**src/rtl/tagged_array_pkg.sv**
```systemverilog
// Shared sizing constants and sweep FSM encoding for the tagged array reader.
package tagged_array_pkg;

    localparam int DEPTH = 16;
    localparam int WIDTH = 3;
    localparam int IDXW  = 4;

    typedef enum logic [1:0] {
        ST_IDLE  = 2'd0,
        ST_SWEEP = 2'd1,
        ST_DONE  = 2'd2
    } sweep_state_e;

endpackage

```
**src/rtl/tag_route.sv**
```systemverilog
// Splits a registered read result onto the low and high output buses by entry tag.
module tag_route #(
    parameter int WIDTH = tagged_array_pkg::WIDTH
) (
    input  logic             valid_i,
    input  logic             tag_i,
    input  logic [WIDTH-1:0] data_i,
    output logic             rd_tag_o,
    output logic [WIDTH-1:0] rd_low_data_o,
    output logic [WIDTH-1:0] rd_high_data_o
);

    // Everything is forced to zero between pulses so stale data never lingers on the buses.
    always_comb begin
        rd_tag_o       = valid_i & tag_i;
        rd_low_data_o  = (valid_i && !tag_i) ? data_i : '0;
        rd_high_data_o = valid_i ? data_i : '0;
    end

endmodule

```
**src/rtl/tagged_array_reader.sv**
```systemverilog
// Tagged register array with a two-stage read path and a full-array sweep that counts tag=1 entries.
module tagged_array_reader #(
    parameter int DEPTH = tagged_array_pkg::DEPTH,
    parameter int WIDTH = tagged_array_pkg::WIDTH,
    parameter int IDXW  = tagged_array_pkg::IDXW
) (
    input  logic             clk,
    input  logic             rst_n,
    input  logic             wr_en,
    input  logic [IDXW-1:0]  wr_idx,
    input  logic             wr_tag,
    input  logic [WIDTH-1:0] low_wr_data,
    input  logic [WIDTH-1:0] high_wr_data,
    input  logic             rd_req,
    input  logic [IDXW-1:0]  rd_idx,
    output logic             rd_ready,
    output logic             rd_valid,
    output logic             rd_tag,
    output logic [WIDTH-1:0] rd_low_data,
    output logic [WIDTH-1:0] rd_high_data,
    input  logic             sweep_start,
    output logic             sweep_busy,
    output logic             sweep_done,
    output logic [IDXW:0]    high_count,
    output logic [1:0]       sweep_state
);

    import tagged_array_pkg::*;

    // Handshake: a read is taken at an edge where rd_req=1 and rd_ready=1; the
    // result shows as a one-cycle rd_valid pulse after the following edge.

    sweep_state_e     state_q;
    logic [IDXW-1:0]  ptr_q;
    logic [IDXW:0]    count_q;
    logic [IDXW:0]    count_d;
    logic [IDXW:0]    high_count_q;
    logic             sweep_done_q;

    logic             tags_q [DEPTH];
    logic [WIDTH-1:0] data_q [DEPTH];

    logic             snap_valid_q;
    logic             snap_tag_q;
    logic [WIDTH-1:0] snap_data_q;
    logic             out_valid_q;
    logic             out_tag_q;
    logic [WIDTH-1:0] out_data_q;

    logic             rd_accept;
    logic [IDXW-1:0]  snap_idx_d;
    logic [WIDTH-1:0] wr_data_d;

    always_comb begin
        rd_accept  = rd_req && (state_q == ST_IDLE);
        snap_idx_d = (state_q == ST_SWEEP) ? ptr_q : rd_idx;
        wr_data_d  = wr_tag ? high_wr_data : low_wr_data;
        count_d    = count_q + (IDXW+1)'(tags_q[ptr_q]);
    end

    always_ff @(posedge clk) begin
        if (!rst_n) begin
            for (int i = 0; i < DEPTH; i++) begin
                tags_q[i] <= 1'b0;
                data_q[i] <= '0;
            end
        end else if (wr_en) begin
            tags_q[wr_idx] <= wr_tag;
            data_q[wr_idx] <= wr_data_d;
        end
    end

    // Snapshot stage reads the pre-edge array, so a same-edge write is not seen.
    always_ff @(posedge clk) begin
        if (!rst_n) begin
            snap_valid_q <= 1'b0;
            snap_tag_q   <= 1'b0;
            snap_data_q  <= '0;
            out_valid_q  <= 1'b0;
            out_tag_q    <= 1'b0;
            out_data_q   <= '0;
        end else begin
            snap_valid_q <= rd_accept || (state_q == ST_SWEEP);
            snap_tag_q   <= tags_q[snap_idx_d];
            snap_data_q  <= data_q[snap_idx_d];
            out_valid_q  <= snap_valid_q;
            out_tag_q    <= snap_tag_q;
            out_data_q   <= snap_data_q;
        end
    end

    always_ff @(posedge clk) begin
        if (!rst_n) begin
            state_q      <= ST_IDLE;
            ptr_q        <= '0;
            count_q      <= '0;
            high_count_q <= '0;
            sweep_done_q <= 1'b0;
        end else begin
            sweep_done_q <= 1'b0;
            case (state_q)
                ST_IDLE: begin
                    // A concurrent external read takes priority over starting a sweep.
                    if (sweep_start && !rd_req) begin
                        state_q <= ST_SWEEP;
                        ptr_q   <= '0;
                        count_q <= '0;
                    end
                end
                ST_SWEEP: begin
                    count_q <= count_d;
                    if (ptr_q == IDXW'(DEPTH - 1)) begin
                        state_q <= ST_DONE;
                    end else begin
                        ptr_q <= ptr_q + IDXW'(1);
                    end
                end
                ST_DONE: begin
                    high_count_q <= count_q;
                    sweep_done_q <= 1'b1;
                    state_q      <= ST_IDLE;
                end
                default: state_q <= ST_IDLE;
            endcase
        end
    end

    assign rd_ready    = (state_q == ST_IDLE);
    assign sweep_busy  = (state_q != ST_IDLE);
    assign sweep_done  = sweep_done_q;
    assign high_count  = high_count_q;
    assign sweep_state = state_q;
    assign rd_valid    = out_valid_q;

    tag_route #(
        .WIDTH(WIDTH)
    ) u_tag_route (
        .valid_i        (out_valid_q),
        .tag_i          (out_tag_q),
        .data_i         (out_data_q),
        .rd_tag_o       (rd_tag),
        .rd_low_data_o  (rd_low_data),
        .rd_high_data_o (rd_high_data)
    );

endmodule

```
**config.mk**
```make
export PLATFORM = sky130hd
export DESIGN_NAME = tagged_array_reader
export DESIGN_NICKNAME = d
export VERILOG_FILES = /design/src/rtl/tagged_array_pkg.sv /design/src/rtl/tag_route.sv /design/src/rtl/tagged_array_reader.sv
export SDC_FILE = /design/constraint.sdc
export NUM_CORES = 1
export LEC_CHECK = 0
export BUFFER_PORTS_ARGS = -buffer_cell sky130_fd_sc_hd__buf_4
export CAP_MARGIN = 5
export CORE_MARGIN = 1
export CORE_UTILIZATION = 60
export DETAILED_ROUTE_END_ITERATION = 12
export MAX_ROUTING_LAYER = met4
export PLACE_DENSITY_LB_ADDON = 0.15
export SLEW_MARGIN = 40
export SYNTH_ARGS = -nofsm -noshare
export SYNTH_HDL_FRONTEND = slang
export SYNTH_SLANG_ARGS = --single-unit
export TNS_END_PERCENT = 1
```
**constraint.sdc**
```tcl
create_clock -name clk -period 3 [get_ports clk]
set_clock_uncertainty 0.05 [all_clocks]
set_input_delay 0.3 -clock clk [delete_from_list [all_inputs] [get_ports clk]]
set_output_delay 0.3 -clock clk [all_outputs]
set_load 0.02 [all_outputs]
```
==> results of run 1 <==
-- metrics by stage --
| stage | instance area, µm² | util [%] | total power (W) | instances |
|---|---|---|---|---|
| 2_1_floorplan | 4570 | - | 0.00166 | 439 |
| 3_3_place_gp | 4910 | 67.3 | 0.00175 | 561 |
| 3_5_place_dp | 4910 | 67.3 | 0.00176 | 561 |
| 4_1_cts | 5120 | 70.3 | 0.00267 | 577 |
| 5_1_grt | 5120 | 70.3 | 0.00274 | 577 |
| 6_report | 5120 | 70.3 | 0.00266 | 577 |
-- logic make-up (layout without fill, tap and decap cells) --
logic type	count (synthesis)	after routing	share of synthesized area, %
and+or+nand+nor	181	181	18.7
DFF	95	95	52.2
AOI/OAI and AO/OA	84	84	14.2
buffers and inverters	38	77	4.22
muxes	33	33	8.93
xor gates and xnor gates	5	5	0.959
adders and majority gates	3	3	0.822
-- final cells by class --
cell class / instances / area (µm²) / share of cell area [%]
multi-input combinational: 306 / 1990 / 38.8
clock inverter: 6 / 90.1 / 1.76
tap: 99 / 124 / 2.42
inverter: 16 / 60.1 / 1.17
sequential: 95 / 2380 / 46.5
clock buffer: 10 / 128 / 2.49
timing repair buffer: 45 / 350 / 6.84
-- registers in the layout, indices dropped and copies added, names as in the netlist, named ones only --
register / count
data_q: 48
rd_valid: 1
snap_valid_q: 1
count_q: 5
ptr_q: 4
sweep_state: 2
out_tag_q: 1
out_data_q: 3
high_count: 5
snap_tag_q: 1
snap_data_q: 3
sweep_done: 1
tags_q: 16
-- power by group --
part,leakage (nW),internal (W),switching (W)
combinational,1.02,0.000111,0.000178
sequential,0.839,0.00142,0.0000257
clock,0.107,0.000474,0.000451
-- routing by layer --
metal | vias up | global-route usage (%) | share of wire [%]
li1 | 1659 | - | -
met2 | 176 | 45.9 | 47
met4 | 0 | 13.9 | 3.7
met1 | 1651 | 35.5 | 42
met5 | - | - | 0
met3 | 32 | 5.45 | 7.2
-- worst max path at each step --
stage                 endpoint  slack (ns)  depth (start not counted)
floorplan           count_q[4]        0.75                          7
global placement    count_q[4]        0.66                          7
detailed placement  count_q[4]        0.59                          7
CTS                 count_q[4]        0.57                          7
global route        count_q[4]        0.45                          7
finish              count_q[4]        0.59                          7
-- placed cells by master, fill, tap and decap left out, drive strengths merged, types with 4 or more instances in the layout --
| master | count |
|---|---|
| nor2 | 66 |
| nand2 | 49 |
| edfxtp | 48 |
| dfxtp | 47 |
| buf | 45 |
| o211ai | 24 |
| nand3 | 22 |
| o21ai | 20 |
| inv | 18 |
| mux2i | 16 |
| mux2 | 12 |
| and2 | 11 |
| nand2b | 11 |
| clkbuf | 10 |
| nor2b | 7 |
| mux4 | 5 |
| xor2 | 5 |
| o211a | 5 |
| a21oi | 5 |
| a211oi | 5 |
| nor3 | 4 |
| a311oi | 4 |
-- worst max-delay path: stages, from the launching register on --
cell	delay (ns)
dfxtp_1	0.46
mux4_2	0.53
mux4_2	0.49
ha_1	0.21
ha_1	0.19
nand4_1	0.11
xor2_1	0.17
nor2_1	0.05
==> results.toml, run 1 <==
[outcome]
outcome = "complete, no violations"

[placed_design]
dp_slack_ns = 0.593
place_congestion = 0.993
dp_hpwl_mm = 7.35
portBuffers = 37

[drt]
drc = 0
drt_iter0_drc = 380
vias_per_cell = 6.10
vias = 3518
wirelength_mm = 10.2
drtAntennaViolNets = 0
wire_per_inst_um = 17.7
first_pass_iters = 5

[clocking]
post_cts_resized = 0
cts-root-buf = "clkbuf_8"
cts_htree_levels = 3
hold_buffers = 0
insertion_delay_ns = 0.37
cts_buffer_depth = 2
cts_tree = "done"
path_clk_slew_ns = 0.10
numCtsBuffers = 9
clkSinkCount = 95
cts_setup_buffers = 0

[floorplanning]
io_pins = 38
fp.dieArea_um2 = 7960
chipWidth_um = 89.2
core_um2 = 7290
fp.dieH_um = 89.2
initial_core_util_pct = 62.6
num_rows = 31

[sta]
rsz0062_at_grt = "false"
hold_ws_ns = 0.155
relSlewSlack_pct = 51.5
finalSetupViolations = 0
fin_crit_ns = 2.41
finalCritPeriodShare_pct = 80.2
drv_slew = 0
fin_ws_ns = 0.594
hold_viol = 0
finalSetupTns_ns = 0
fmax_mhz = 416
worst_slew_pin_slew_ns = 0.728

[global_routing]
grt_pass1_wl_mm = 16.2
grtUsageTotal_pct = 28.8
grt_max_degree = 30
grt-ovfl-total = 0
first_global_vias = 3298
antenna_found_initial = 0

[synthesis]
async_flop_share_pct = 0
yosys.area.top_type = "edfxtp_1"
syn_nets = 462
yosys_register_bits = 95
synth_top_area_share_pct = 31.6
synth_area_per_cell_um2 = 10.4
ys_warn_count = 0
yosys_most_used_dff = "edfxtp_1"
syn_area_um2 = 4570
yosysSeqAreaShare_pct = 52.2
synth_area_leaders = "edfxtp_1 32%, dfxtp_1 21%, nor2_1 5.4%"
synth-edff-count = 48
synth_most_common_cell = "nor2_1"
synthCells = 439
yosysUniqueCellTypes = 55
synthTopCellsByCount = "66 x nor2_1, 49 x nand2_1, 48 x edfxtp_1"

[worst_setup_path]
cp-end-kind = "register"
crit_fanout = 4
start_kind = "register"
cp.arrival_ns = 2.60
r2r_end = "count_q[4]"
timing.reg2reg.worst_path_depth = 7
crit_type = "reg2reg"
required_ns = 3.19
rrSetupSlack_ns = 0.59

[cells_and_area]
fillers = 570
drive_above_1_share_pct = 19.2
fin_nets = 496
num_antenna_cells = 0
area_growth_pct = 12.3

[run]
cap_violations = 0

[hold_path]
hold_path.class = "in2reg"
holdPathStages = 3
min-delay-start = "rd_req"
worstHoldEndpoint = "snap_valid_q"

[power]
vdd_drop_max_mv = 0.299
p_leak_nw = 1.97
power_density_nw_per_um2 = 518
Note: power is estimated with default switching activity, not from simulation.
==> inputs of run 2 (changes only) <==
CORE_UTILIZATION = 54   (was 60)
clock period = 2.2 ns   (was 3 ns; I/O delays follow)
==> run 2 against run 1 <==
Net effect: the run now ends with setup timing left; sequential share of layout area fell by 1.0 points; largest power group unchanged; final cell count up 3.3%; critical endpoint unchanged; critical path type unchanged; first-iteration DRC count shrank 34%; global-route usage is 1.9 points lower; worst setup slack got worse by 0.62 ns; clock power rose by 12%; maximum frequency up 8.1%; sequential power increased by 36%; largest cell class unchanged; register-to-register slack worse by 0.62 ns; critical path depth stayed put; design area up 2.4%.
==> results.toml, run 2 (synthesis gave the netlist of run 1 again) <==
[outcome]
outcome = "finished, violations left"
violations = "setup timing"

[drt]
vias = 3451
drc = 0
drtAntennaViolNets = 0
first_pass_iters = 4
wire_per_inst_um = 18.0
wirelength_mm = 10.7
vias_per_cell = 5.79
drt_iter0_drc = 249

[sta]
fin_ws_ns = -0.0257
fmax_mhz = 449
relSlewSlack_pct = 58.1
finalCritPeriodShare_pct = 101
worst_slew_pin_slew_ns = 0.627
hold_viol = 0
rsz0062_at_grt = "true"
drv_slew = 0
finalSetupViolations = 1
fin_crit_ns = 2.23

[cells_and_area]
top_register = "data_q"
area_growth_pct = 14.9
final_cell_mix = "66 x nor2_1, 55 x buf_4, 49 x nand2_1, 48 x edfxtp_1, 46 x dfxtp_1"
top_regs = "data_q: 48 flops, tags_q: 16 flops"
finalInstanceArea_um2 = 5250
final_common_cell = "nor2_1"
num_antenna_cells = 0
drive_above_1_share_pct = 22.4
largest_reg_flops = 48
utilization_pct = 63.9
fin_nets = 509

[worst_setup_path]
crit_fanout = 4
critPathBufInv = 0
slowest_stage = "mux4_2"
cp.arrival_ns = 2.43
cp-end-kind = "register"
slowest_delay_ns = 0.53
start_kind = "register"
crit_type = "reg2reg"
required_ns = 2.40
crit_chain = "mux4_2, mux4_2, ha_4, ha_4, nand4_1, xor2_1, nor2_1"
critPathTopFamily = "multiplexers"

[clocking]
cts_htree_levels = 3
cts_buffer_depth = 2
clkSinkCount = 95
numCtsBuffers = 9
insertion_delay_ns = 0.37
cts-root-buf = "clkbuf_8"
cts_tree = "done"
path_clk_slew_ns = 0.09
hold_buffers = 0
cts_setup_buffers = 0

[power]
power_density_nw_per_um2 = 654
p_leak_nw = 2.02
vdd_drop_max_mv = 0.393

[global_routing]
first_global_vias = 3247
grt_max_degree = 30
grtUsageTotal_pct = 26.9
antenna_found_initial = 0
grt_pass1_wl_mm = 16.8
grt-ovfl-total = 0

[floorplanning]
fp.dieArea_um2 = 8830
fp.dieH_um = 94.0
core_um2 = 8220
num_rows = 33
initial_core_util_pct = 55.6
io_pins = 38
chipWidth_um = 94.0

[placed_design]
place_congestion = 0.888
dpl_cell_area_um2 = 5040
portBuffers = 37
dp_hpwl_mm = 7.73

[hold_path]
hold_path.class = "in2reg"

[run]
cap_violations = 0
-- run 2: cell count changes in the layout (fill, tap and decap cells not counted), sizes merged --
cell and change:
buf +13, clkinv +3, bufinv -2, clkbuf -1
-- run 2: worst paths after layout --
kind,from,to,slack (ns),cells after the start
worst max-delay path,register,count_q[4],-0.03,7
worst min-delay path,rd_req,snap_valid_q,0.07,3
worst max register to register,register,count_q[4],-0.03,7
worst min register to register,snap_data_q[1],out_data_q[1],0.39,1
-- run 2: final cells by class --
class	count	area, µm²
clock buffers	9	124
clock inverters	7	47.5
fillers	691	2970
inverters	16	60.1
multi-input cells	306	2030
flip-flops and latches	95	2390
well taps	105	131
repair buffers	58	473
-- run 2: worst reg2reg max path, cell delays in order (launching register included) --
cell     delay (ns)
dfxtp_4        0.39
mux4_2         0.49
mux4_2         0.53
ha_4           0.19
ha_4           0.15
nand4_1        0.10
xor2_1         0.16
nor2_1         0.05
-- run 2: what timing repair did --
item	in CTS	in global routing
cloned	0	0
pin swaps	2	2
gates resized for setup	5	2
setup endpoints to repair	2	5
-- run 2: routing by layer --
| metal | global-route usage [%] | vias to the layer above | part of all wire (%) |
|---|---|---|---|
| met5 | - | - | 0 |
| met4 | 12.9 | 0 | 2.8 |
| met3 | 5.18 | 23 | 6.9 |
| met2 | 41.6 | 138 | 48 |
| met1 | 33.9 | 1609 | 42 |
| li1 | - | 1681 | - |
-- run 2: power by group --
part           internal (W)  switching, W  total (W)
Combinational      0.000173      0.000254   0.000427
Sequential          0.00193     0.0000324    0.00196
Clock              0.000413      0.000625    0.00104
-- run 2: metrics by stage --
stage,hold WS (ns),power [W],setup slack [ns],std cells,TNS [ns]
floorplan,0.332,0.00226,0.0238,439,0
global placement,0.367,0.00242,-0.0798,580,-0.114
detailed placement,0.374,0.00243,-0.0789,580,-0.126
CTS,0.0709,0.00345,-0.0158,596,-0.0158
global route,0.0704,0.00355,-0.129,596,-0.192
finish,0.0726,0.00343,-0.0257,596,-0.0257
==> inputs of run 3 (changes only) <==
CTS_BUF_LIST = sky130_fd_sc_hd__clkbuf_16   (was default)
==> run 3 against run 2 <==
Net effect: the flow still finishes with violations (setup timing); sequential share of layout area down 0.86 points; clock-buffer cell count unchanged; core utilization up 1.2 points; total power up 12%; design area up 1.9%; clock power up 38%; first-iteration DRC count down 17%; combinational power about the same; register-to-register slack about the same; maximum frequency up 0.42%; via count up 2.3%; non-clock buffer count unchanged; critical path type unchanged.
==> results.toml, run 3 (synthesis gave the netlist of run 1 again) <==
[outcome]
outcome = "finished, violations left"
violations = "setup timing"

[cells_and_area]
area_growth_pct = 17.2
multi_input_area_um2 = 2030
num_antenna_cells = 0
largest_reg_flops = 48
final_common_cell = "nor2_1"
fillers = 683
seqCellArea_um2 = 2390
instances_no_fill = 596
top_register = "data_q"
top_regs = "data_q: 48 flops, tags_q: 16 flops"
fin_nets = 509
drive_above_1_share_pct = 22.4
final_cell_mix = "66 x nor2_1, 55 x buf_4, 49 x nand2_1, 48 x edfxtp_1, 46 x dfxtp_1"

[sta]
drv_slew = 0
worst_slew_pin_slew_ns = 0.624
hold_viol = 0
fin_crit_ns = 2.22
relSlewSlack_pct = 58.3
finalSetupViolations = 1
finalSetupTns_ns = -0.0164
finalCritPeriodShare_pct = 101
fmax_mhz = 451
rsz0062_at_grt = "true"
fin_ws_ns = -0.0164

[floorplanning]
initial_core_util_pct = 55.6
num_rows = 33
fp.dieArea_um2 = 8830
fp.dieH_um = 94.0
chipWidth_um = 94.0
core_um2 = 8220
io_pins = 38

[worst_setup_path]
cp.arrival_ns = 2.38
required_ns = 2.37
crit_fanout = 4
crit_type = "reg2reg"
start_kind = "register"
cp-end-kind = "register"

[drt]
wire_per_inst_um = 18.1
vias = 3531
drt_iter0_drc = 207
first_pass_iters = 5
drc = 0
wirelength_mm = 10.8
vias_per_cell = 5.92
drtAntennaViolNets = 0

[power]
power_density_nw_per_um2 = 717
vdd_drop_max_mv = 0.423
p_leak_nw = 2.06

[clocking]
path_clk_slew_ns = 0.07
clkSinkCount = 95
insertion_delay_ns = 0.34
cts_htree_levels = 3
hold_buffers = 0
cts_buffer_depth = 2
cts-root-buf = "clkbuf_16"
numCtsBuffers = 9
cts_tree = "done"
cts_setup_buffers = 0

[placed_design]
place_congestion = 0.888
dp.cells = 580
portBuffers = 37
dp_hpwl_mm = 7.73

[global_routing]
first_global_vias = 3269
grt_max_degree = 30
grtUsageTotal_pct = 27.0
grt_pass1_wl_mm = 16.9
grt-ovfl-total = 0
antenna_found_initial = 0

[run]
cap_violations = 0

[hold_path]
hold_path.class = "in2reg"
min-delay-start = "rd_req"
## run 3: cell types whose count changed in the layout (fill, tap and decap cells not counted)
cell / previous run / this run
clkbuf_16: 0 / 9
clkbuf_8: 9 / 0
## run 3: through the flow
step	power [W]	cell area [µm²]	util [%]	setup slack (ns)	hold slack, ns
2_1_floorplan	0.00226	4570	-	0.0238	0.332
3_3_place_gp	0.00242	5040	61.3	-0.0798	0.367
3_5_place_dp	0.00243	5040	61.3	-0.0789	0.374
4_1_cts	0.00385	5340	65.0	-0.0140	0.109
5_1_grt	0.00395	5350	65.1	-0.134	0.110
6_report	0.00384	5350	65.1	-0.0164	0.109
## run 3: worst paths after layout
path	to	slack, ns	cells after the start
max	count_q[4]	-0.02	7
min	snap_valid_q	0.11	3
max reg2reg	count_q[4]	-0.02	7
min reg2reg	out_data_q[1]	0.38	1
## run 3: timing repair
| item | 4_1_cts | 5_1_grt |
|---|---|---|
| resized for setup | 5 | 2 |
| setup endpoints to repair | 2 | 5 |
| pin swaps | 2 | 2 |
## run 3: power by group
part	switching, W	total [W]	leakage, nW	internal, W
Sequential	0.0000326	0.00197	0.840	0.00193
Combinational	0.000256	0.000429	1.09	0.000173
Clock	0.000673	0.00144	0.134	0.000768
Total	0.000962	0.00384	2.06	0.00288
## run 3: cell type report
class	count	area share [%]
multi-input cells	306	37.9
flip-flops and latches	95	44.6
repair buffers	58	8.84
clock buffers	9	4.21
well taps	105	2.46
inverters	16	1.12
clock inverters	7	0.889
## run 3: critical path, cell delays in order, from the launching register on
cell and delay (ns):
dfxtp_4 0.38, mux4_2 0.49, mux4_2 0.53, ha_4 0.19
ha_4 0.15, nand4_1 0.10, xor2_1 0.15, nor2_1 0.05
## run 3: routing by layer
metal / part of all wire [%] / global-route usage [%] / up-vias
met5: 0 / - / -
li1: - / - / 1683
met4: 2.4 / 12.3 / 0
met2: 49 / 42.5 / 157
met3: 6.5 / 4.29 / 23
met1: 42 / 34.4 / 1668
